--- config.mk ---
export PLATFORM = sky130hd
export DESIGN_NAME = serdes_strobe_deser
export DESIGN_NICKNAME = d
export VERILOG_FILES = /design/src/rtl/serdes_strobe_deser.sv
export SDC_FILE = /design/constraint.sdc
export NUM_CORES = 1
export LEC_CHECK = 0
export BUFFER_PORTS_ARGS = -buffer_cell sky130_fd_sc_hd__buf_4
export CAP_MARGIN = 20
export CORE_MARGIN = 3
export CORE_UTILIZATION = 54
export CTS_CLUSTER_SIZE = 12
export DETAILED_ROUTE_END_ITERATION = 7
export HOLD_SLACK_MARGIN = 0.15
export PLACE_DENSITY = 0.8
export SYNTH_ARGS = -nofsm -noshare
export SYNTH_HDL_FRONTEND = slang
export SYNTH_SLANG_ARGS = --single-unit
--- constraint.sdc ---
create_clock -name IOCLK -period 2.25 [get_ports IOCLK]
set_clock_uncertainty 0.2 [all_clocks]
set_input_delay 0.5625 -clock IOCLK [delete_from_list [all_inputs] [get_ports IOCLK]]
set_output_delay 0.5625 -clock IOCLK [all_outputs]
set_load 0.01 [all_outputs]
--- src/rtl/serdes_strobe_deser.sv ---
// serdes_strobe_deser
//   Receive-side deserializer clocked by IOCLK. Serial bits from D are shifted
//   into a DATA_WIDTH-bit register. Each SERDESSTROBE pulse marks a word
//   boundary and captures one parallel word. The strobe period is monitored
//   and reported as a lock indication plus a sticky error flag. BITSLIP drops
//   one incoming bit to move the word boundary.
//
// Ports
//   IOCLK        in   fast I/O clock, rising edge
//   RST_N        in   asynchronous active-low reset
//   D            in   serial data, sampled every edge
//   SERDESSTROBE in   one-cycle word-capture strobe
//   BITSLIP      in   drop the current bit (at most once per word)
//   ERR_CLR      in   synchronous clear of STROBE_ERR
//   Q            out  captured word, first-received bit at the MSB
//   Q_VALID      out  one-cycle pulse when Q updates
//   LOCKED       out  strobe period verified
//   STROBE_ERR   out  sticky strobe-period error
module serdes_strobe_deser #(
  parameter int DATA_WIDTH = 4,
  parameter int LOCK_COUNT = 3
) (
  input  logic                  IOCLK,
  input  logic                  RST_N,
  input  logic                  D,
  input  logic                  SERDESSTROBE,
  input  logic                  BITSLIP,
  input  logic                  ERR_CLR,
  output logic [DATA_WIDTH-1:0] Q,
  output logic                  Q_VALID,
  output logic                  LOCKED,
  output logic                  STROBE_ERR
);

  typedef enum logic {
    ST_ACQUIRE = 1'b0,
    ST_LOCKED  = 1'b1
  } state_e;

  localparam logic [3:0] PERIOD  = 4'(DATA_WIDTH);
  localparam logic [3:0] LOCK_N  = 4'(LOCK_COUNT);
  localparam logic [3:0] CNT_MAX = 4'hF;

  state_e                state_q, state_d;
  logic [DATA_WIDTH-1:0] sr_q, sr_d;
  logic [DATA_WIDTH-1:0] q_q, q_d;
  logic                  qv_q, qv_d;
  logic                  locked_q, locked_d;
  logic                  err_q, err_d;
  logic [3:0]            cnt_q, cnt_d;
  logic [3:0]            good_q, good_d;
  logic                  seen_q, seen_d;
  logic                  bs_used_q, bs_used_d;

  logic [DATA_WIDTH-1:0] shifted;
  logic                  slip_ok;
  logic [3:0]            good_inc;
  logic                  err_set;

  // The capture includes the bit arriving on the strobe edge itself.
  assign shifted  = {sr_q[DATA_WIDTH-2:0], D};
  // A slip on a strobe edge is ignored; otherwise only the first slip of a word counts.
  assign slip_ok  = BITSLIP && !SERDESSTROBE && !bs_used_q;
  assign good_inc = good_q + 4'd1;

  always_comb begin
    state_d   = state_q;
    sr_d      = sr_q;
    q_d       = q_q;
    qv_d      = 1'b0;
    cnt_d     = cnt_q;
    good_d    = good_q;
    seen_d    = seen_q;
    bs_used_d = bs_used_q;
    err_set   = 1'b0;

    if (!slip_ok) begin
      sr_d = shifted;
    end

    // cnt holds the number of edges since the last strobe, as seen on this edge.
    if (SERDESSTROBE) begin
      q_d       = shifted;
      qv_d      = 1'b1;
      cnt_d     = 4'd1;
      bs_used_d = 1'b0;
    end else begin
      if (slip_ok) begin
        bs_used_d = 1'b1;
      end
      if (cnt_q != CNT_MAX) begin
        cnt_d = cnt_q + 4'd1;
      end
    end

    case (state_q)
      ST_ACQUIRE: begin
        if (SERDESSTROBE) begin
          seen_d = 1'b1;
          // The first strobe after reset or a missing-strobe error only opens an interval.
          if (seen_q) begin
            if (cnt_q == PERIOD) begin
              good_d = good_inc;
              if (good_inc == LOCK_N) begin
                state_d = ST_LOCKED;
              end
            end else begin
              good_d = 4'd0;
            end
          end
        end
      end
      ST_LOCKED: begin
        if (SERDESSTROBE) begin
          // Early strobe: it still starts a fresh interval, so seen stays set.
          if (cnt_q < PERIOD) begin
            err_set = 1'b1;
            state_d = ST_ACQUIRE;
            good_d  = 4'd0;
            seen_d  = 1'b1;
          end
        end else if (cnt_q == PERIOD) begin
          // Missing strobe: no valid interval start remains.
          err_set = 1'b1;
          state_d = ST_ACQUIRE;
          good_d  = 4'd0;
          seen_d  = 1'b0;
        end
      end
      default: begin
        state_d = ST_ACQUIRE;
      end
    endcase

    // An error detected on the same edge as ERR_CLR keeps the flag set.
    if (err_set) begin
      err_d = 1'b1;
    end else if (ERR_CLR) begin
      err_d = 1'b0;
    end else begin
      err_d = err_q;
    end

    locked_d = (state_d == ST_LOCKED);
  end

  always_ff @(posedge IOCLK or negedge RST_N) begin
    if (!RST_N) begin
      state_q   <= ST_ACQUIRE;
      sr_q      <= '0;
      q_q       <= '0;
      qv_q      <= 1'b0;
      locked_q  <= 1'b0;
      err_q     <= 1'b0;
      cnt_q     <= 4'd0;
      good_q    <= 4'd0;
      seen_q    <= 1'b0;
      bs_used_q <= 1'b0;
    end else begin
      state_q   <= state_d;
      sr_q      <= sr_d;
      q_q       <= q_d;
      qv_q      <= qv_d;
      locked_q  <= locked_d;
      err_q     <= err_d;
      cnt_q     <= cnt_d;
      good_q    <= good_d;
      seen_q    <= seen_d;
      bs_used_q <= bs_used_d;
    end
  end

  assign Q          = q_q;
  assign Q_VALID    = qv_q;
  assign LOCKED     = locked_q;
  assign STROBE_ERR = err_q;

endmodule

==> impl_metrics.csv, run 1 <==
group,metric,value,unit
status,status,"completed",
logic_synthesis,yosysSeqAreaShare,0.5305,
worst_hold_path,hp-class,"reg -> reg",
worst_setup_path,worst-path-buf-inv,1,
power,p_total,0.6633,mW
cells_and_area,drive_gt1_frac,0.2708,
worst_setup_path,critical-path-top-delay-family,"flip-flops",
clocking,ctsRootBufferMaster,"clkbuf_4",
cells_and_area,stdcell_count,112,
floorplan,die_h,47.80,um
power,power.leakage,0.5305,nW
sta,fin_crit,1853,ps
sta,fin_crit_sh,0.8237,
sta,setup_slack,396.6,ps
cells_and_area,fin_util,0.6865,
worst_setup_path,r2r_end,"good_q[3]",
sta,whs,287.6,ps
placement,gp_congestion,0.7818,
route,first_pass_iters,4,
logic_synthesis,synth_top_area_share,0.5305,
route,totalWireLength,1570,um
logic_synthesis,synth-seq-cells,20,
floorplan,die-width,47.80,um
sta,worst_pin_slew,457.2,ps
worst_setup_path,worstPathRequired,2230,ps
worst_setup_path,r2r-start,"cnt_q[0]",
clocking,clock-sinks,20,
route,drtAntennaViolNets,0,
logic_synthesis,synth_top_area_cell,"dfrtp_1",
sta,hold_violations,0,
global_routing,grtUsageTotal,0.1640,
clocking,clockBufferDepth,2,
logic_synthesis,synth.net_count,91,
route,initialDrtViolationCount,5,
placement,port_buffers,12,
worst_setup_path,rrSetupSlack,400,ps
route,vias_per_cell,5.563,
logic_synthesis,muxShareOfSynthArea,0.1366,
worst_setup_path,worstSetupStartpoint,"cnt_q[0]",
worst_hold_path,worstHoldEndpoint,"STROBE_ERR",
worst_setup_path,cp-start-kind,"flip-flop",
logic_synthesis,yosys.area_share.xor_xnor,0.02785,
sta,relSlewSlack,0.6945,
clocking,clkLatencyLatePin,290,ps
floorplan,initial_core_util,0.5984,
power,peakVddDrop,0.5038,mV
placement,placed_area,1050,um2
global_routing,antenna_found_initial,0,
logic_synthesis,syn_inst,81,
run,cap_violations,0,
logic_synthesis,synth_cell_types,27,
global_routing,grt_pass1_wl,2594,um
clocking,cts_resized,0,
worst_setup_path,path_cells,"inv_1 > ha_1 > nand3b_1 > a21oi_2 > or2_4 > mux2_4",
cells_and_area,finalInstanceArea,1082,um2
logic_synthesis,synth_compound_area_frac,0.08753,
logic_synthesis,syn_avg_cell_area,11.65,um2
logic_synthesis,syn_area,943.4,um2
clocking,cts_tree,"done",
worst_hold_path,holdPathStages,1,
clocking,cts_setup_buffers,0,
worst_setup_path,crit_fanout,5,
clocking,cts.htree.levels,1,
route,detail_route.wl_per_cell,14.02,um
worst_hold_path,hp-start,"STROBE_ERR",
sta,setup-violations-final,0,
logic_synthesis,synth_top_family_by_area,"simple AND/OR/NAND/NOR gates",
sta,final_max_slew_viol_count,0,
floorplan,dieArea,2284,um2
placement,post-place-ws,288.0,ps
logic_synthesis,ys_warn_count,0,
global_routing,grt_pass1_vias,606,
clocking,cts_buffers,3,
worst_setup_path,critPathArrivalTime,1830,ps
logic_synthesis,synthAdderAreaFrac,0.05305,
clocking,cts.clk_slew.worst_paths,100,ps
sta,rsz0062_at_grt,"no",
global_routing,grt_max_degree,21,
worst_setup_path,worstSetupPathType,"reg -> reg",
placement,dp_hpwl,1198,um
floorplan,coreArea,1577,um2
worst_setup_path,crit_slowest_cell,"dfrtp_1",
sta,tns,0,ps
cells_and_area,area_growth,14.72,%
sta,max_freq,0.5395,GHz
logic_synthesis,yosys.area_share.simple,0.1406,
cells_and_area,nets,108,
floorplan,num_rows,14,
worst_setup_path,crit_path_end_kind,"flip-flop",
worst_setup_path,r2r_cells,6,
power,power.density,612.8,nW/um2
worst_setup_path,slowest_delay,440,ps
route,drcViolationCount,0,
route,vias,623,
placement,dp_cells,108,
floorplan,pin_count,13,
worst_setup_path,crit_cells,6,
cells_and_area,diodes,0,
global_routing,grt-ovfl-total,0,
logic_synthesis,synth_area_leaders,"dfrtp_1 53%, mux2_2 8.4%, ha_1 5.3%",
==> final cells by class <==
| cell class | count | area (um2) |
|---|---|---|
| fill | 130 | 494.2 |
| tap | 16 | 20.02 |
| multi-input combinational | 55 | 420.4 |
| timing repair buffer | 13 | 100.1 |
| clock buffer | 3 | 22.52 |
| inverter | 5 | 18.77 |
| sequential | 20 | 500.5 |
==> what timing repair did <==
action	CTS	global route
setup endpoints to repair	0	0
endpoints found under the hold margin	20	0
hold buffers	1	0
==> placed cells by master (no fill, tap or decap) <==
master / instances
nor4bb_1: 1
a21oi_2: 1
or2_4: 1
nand3b_1: 2
nand3_1: 3
dfrtp_1: 20
nand2b_1: 4
nor3b_1: 1
nor2_1: 11
inv_1: 5
dlygate4sd3_1: 1
o2bb2ai_1: 1
a31oi_1: 3
mux2_4: 2
o22ai_1: 1
mux2_2: 7
a211oi_1: 2
a21o_1: 1
a21oi_1: 1
o21ai_0: 1
clkbuf_4: 3
ha_1: 4
mux2i_1: 2
nand2_1: 1
xor2_1: 2
xnor2_1: 1
o21bai_1: 1
buf_4: 12
nor2b_1: 1
==> sequential cells by signal (all words and copies together) (netlist names), 3 cells and up <==
register	flops
Q	4
cnt_q	4
good_q	4
sr_q	3
==> cell usage after synthesis <==
cell       number
nor4bb_1        1
mux2i_1         2
o2bb2ai_1       1
nor2_1         11
inv_1           5
mux2_4          2
a21oi_1         1
a21o_1          1
dfrtp_1        20
a31oi_1         3
nand3_1         3
o21ai_0         1
nand3b_1        2
o21bai_1        1
ha_1            4
xor2_1          2
clkbuf_1        1
a21oi_2         1
or2_4           1
nor2b_1         1
o22ai_1         1
mux2_2          7
nor3b_1         1
nand2b_1        4
xnor2_1         1
nand2_1         1
a211oi_1        2
==> worst reg2reg max path, delay by kind of cell, from the launching register on <==
family / cells / cell delay (ps)
compound gates: 1 / 240
fa+ha+maj: 1 / 200
buf+inv: 1 / 70
flops: 1 / 440
mux: 1 / 290
simple gates: 2 / 290
==> report_power, final <==
group | leakage, nW | internal [mW] | total (mW) | switching, mW
clock network | 0.0138 | 0.0622 | 0.157 | 0.0950
logic | 0.268 | 0.0541 | 0.101 | 0.0468
registers | 0.249 | 0.385 | 0.405 | 0.0201
==> metal layers <==
layer | up-vias | wire length [um] | global-route usage
met5 | - | 0 | 0
met4 | 0 | 14 | 0.03226
met3 | 2 | 92 | 0.06015
met2 | 12 | 733 | 0.2770
met1 | 297 | 730 | 0.2014
li1 | 312 | - | -
==> worst max path at each step <==
stage | to | slack (ps)
final | good_q[3] | 400
after floorplan | good_q[1] | 540
after CTS | good_q[3] | 400
after detailed placement | good_q[3] | 290
after global placement | good_q[3] | 330
after global routing | good_q[3] | 260
==> cell families (layout without fill, tap and decap cells) <==
group,Yosys count,count (layout)
AOI/OAI and AO/OA,12,12
xor gates and xnor gates,3,3
adders and majority gates,4,4
buffers and inverters,6,21
DFF,20,20
muxes,11,11
and+or+nand+nor,25,25
No activity file was read; power rests on OpenSTA's default activity.
==> run 2, diff against run 1 <==
--- a/config.mk
+++ b/config.mk
@@ -8,11 +8,11 @@
 export BUFFER_PORTS_ARGS = -buffer_cell sky130_fd_sc_hd__buf_4
 export CAP_MARGIN = 20
 export CORE_MARGIN = 3
-export CORE_UTILIZATION = 54
+export CORE_UTILIZATION = 49
 export CTS_CLUSTER_SIZE = 12
 export DETAILED_ROUTE_END_ITERATION = 7
 export HOLD_SLACK_MARGIN = 0.15
-export PLACE_DENSITY = 0.8
+export PLACE_DENSITY = 0.76
 export SYNTH_ARGS = -nofsm -noshare
 export SYNTH_HDL_FRONTEND = slang
 export SYNTH_SLANG_ARGS = --single-unit
==> constraint.sdc (replaced) <==
create_clock -name IOCLK -period 1.7 [get_ports IOCLK]
set_clock_uncertainty 0.2 [all_clocks]
set_input_delay 0.425 -clock IOCLK [delete_from_list [all_inputs] [get_ports IOCLK]]
set_output_delay 0.425 -clock IOCLK [all_outputs]
set_load 0.01 [all_outputs]
==> run 2 against run 1 <==
Net effect:
- sequential share of layout area decreased by 5.3 points
- global-route usage decreased by 0.91 points
- register-to-register slack got worse by 330 ps
- setup slack got worse by 330 ps
- cell area increased by 13%
- die area increased by 8.9%
- worst hold slack got worse by 93 ps
==> impl_metrics.csv, run 2 (synthesis gave the netlist of run 1 again) <==
group,metric,value,unit
power,seqPwrFrac,0.494,
clocking,cts.clk_slew.worst_paths,110,ps
route,totalWireLength,1729,um
floorplan,die_h,49.88,um
worst_setup_path,crit_path_end_kind,"flip-flop",
global_routing,grt-busiest-layer,"met2",
global_routing,use_met1,0.1850,
power,peakVddDrop,0.7503,mV
route,first_pass_iters,6,
placement,gp_congestion,0.7873,
global_routing,grt_pass1_vias,671,
power,p_comb_frac,0.155,
power,clkPwrFrac,0.351,
status,status,"completed",
cells_and_area,layout_common_cells,"21 x buf_4, 19 x dfrtp_1, 11 x nor2_1",
cells_and_area,final_common_cell,"buf_4",
worst_setup_path,worstSetupPathType,"reg -> reg",
worst_setup_path,crit_slowest_cell,"dfrtp_1",
worst_setup_path,critPathArrivalTime,1630,ps
worst_setup_path,worstPathRequired,1690,ps
power,p_switching,0.2389,mW
clocking,cts_buffers,3,
global_routing,grtUsageTotal,0.1548,
cells_and_area,fin_util,0.6943,
worst_hold_path,hp-start,"ERR_CLR",
power,power.leakage,0.5938,nW
sta,worst_pin_slew,260.0,ps
floorplan,dieArea,2488,um2
worst_setup_path,r2r-start,"cnt_q[0]",
cells_and_area,area_growth,29.84,%
power,p_int,0.8426,mW
floorplan,pin_count,13,
global_routing,use_met2,0.2753,
sta,setup-violations-final,0,
clocking,ctsRootBufferMaster,"clkbuf_4",
clocking,clock-sinks,20,
worst_setup_path,crit_fanout,4,
clocking,cts_tree,"done",
worst_setup_path,slowest_delay,400,ps
global_routing,met3_usage,0.05438,
clocking,clockBufferDepth,2,
sta,max_freq,0.6109,GHz
sta,fin_crit,1637,ps
worst_setup_path,cp-start-kind,"flip-flop",
route,drcViolationCount,0,
placement,port_buffers,12,
route,detail_route.wl_per_cell,13.00,um
cells_and_area,nets,119,
global_routing,antenna_found_initial,0,
floorplan,die-width,49.88,um
sta,relSlewSlack,0.8243,
route,drtAntennaViolNets,0,
worst_setup_path,path_cells,"inv_2 > ha_4 > nand3b_1 > a21oi_2 > or2_4 > mux2_4",
cells_and_area,ff_latch_area,501.7,um2
worst_setup_path,worstSetupStartpoint,"cnt_q[0]",
route,vias_per_cell,5.068,
global_routing,grt_pass1_wl,2925,um
clocking,cts.htree.levels,1,
sta,fin_crit_sh,0.9629,
cells_and_area,diodes,0,
run,cap_violations,0,
power,p_sw_frac,0.2209,
placement,dp_hpwl,1206,um
global_routing,grt-ovfl-total,0,
cells_and_area,fillCellCount,154,
worst_hold_path,hp-class,"in -> reg",
floorplan,num_rows,15,
route,vias,674,
clocking,clkLatencyLatePin,290,ps
power,p_total,1.082,mW
sta,final_max_slew_viol_count,0,
cells_and_area,multi_input_area,432.9,um2
cells_and_area,drive_gt1_frac,0.3704,
floorplan,initial_core_util,0.5348,
sta,rsz0062_at_grt,"yes",
route,initialDrtViolationCount,16,
floorplan,coreArea,1764,um2
power,power.density,882.9,nW/um2
global_routing,grt_max_degree,21,
sta,hold_violations,0,
==> run 2: power groups by stage <==
stage,Sequential [mW],Combinational (mW),Clock [mW]
after floorplan,0.548,0.0721,0
after global placement,0.540,0.149,0
after detailed placement,0.542,0.153,0
after CTS,0.533,0.158,0.391
after global routing,0.540,0.187,0.408
final,0.534,0.168,0.379
==> run 2: through the flow <==
stage / instance area, um2 / instances / hold WS, ps / setup WS [ps] / setup TNS [ps]
floorplan: 945.9 / 81 / -70.59 / -12.73 / -25.47
global placement: 1116 / 124 / 113.7 / 60.61 / 0
detailed placement: 1116 / 124 / 118.1 / 44.31 / 0
CTS: 1189 / 130 / 154.5 / 43.72 / 0
global route: 1225 / 133 / 201.9 / -18.92 / -30.75
finish: 1225 / 133 / 194.3 / 63.12 / 0
==> run 2: cell type report <==
cell class	instances	area share
clock buffer	3	0.01839
tap	25	0.02554
multi-input combinational	55	0.3534
inverter	5	0.01532
sequential	20	0.4096
clock inverter	1	0.02451
timing repair buffer	24	0.1532
==> run 2: critical path: cells and delay by family (launching register included) <==
family / cells / cell delay, ps
AND/OR/NAND/NOR: 2 / 260
multiplexers: 1 / 290
flip-flops: 1 / 400
buffers and inverters: 1 / 70
adder cells (fa/ha/maj): 1 / 150
AO/OA/AOI/OAI: 1 / 170
==> run 2: path summary, 6_finish.rpt <==
kind	cells past startpoint	end	slack (ps)
setup / recovery	6	good_q[1]	60
hold / removal	3	STROBE_ERR	190
setup reg to reg	6	good_q[1]	60
hold reg to reg	1	STROBE_ERR	290
max in group asynchronous	2	cnt_q[2]	760
min in group asynchronous	2	good_q[1]	320
==> run 2: what timing repair did <==
item | in CTS | in global routing
gates resized for setup | 0 | 4
hold endpoints to repair | 21 | 1
setup buffers | 0 | 2
hold buffers | 2 | 1
setup endpoints to repair | 0 | 3
==> run 2: layer usage <==
metal / share of wire / up-vias
li1: - / 332
met1: 0.44 / 323
met2: 0.51 / 17
met3: 0.046 / 2
met4: 0.0052 / 0
met5: 0 / -
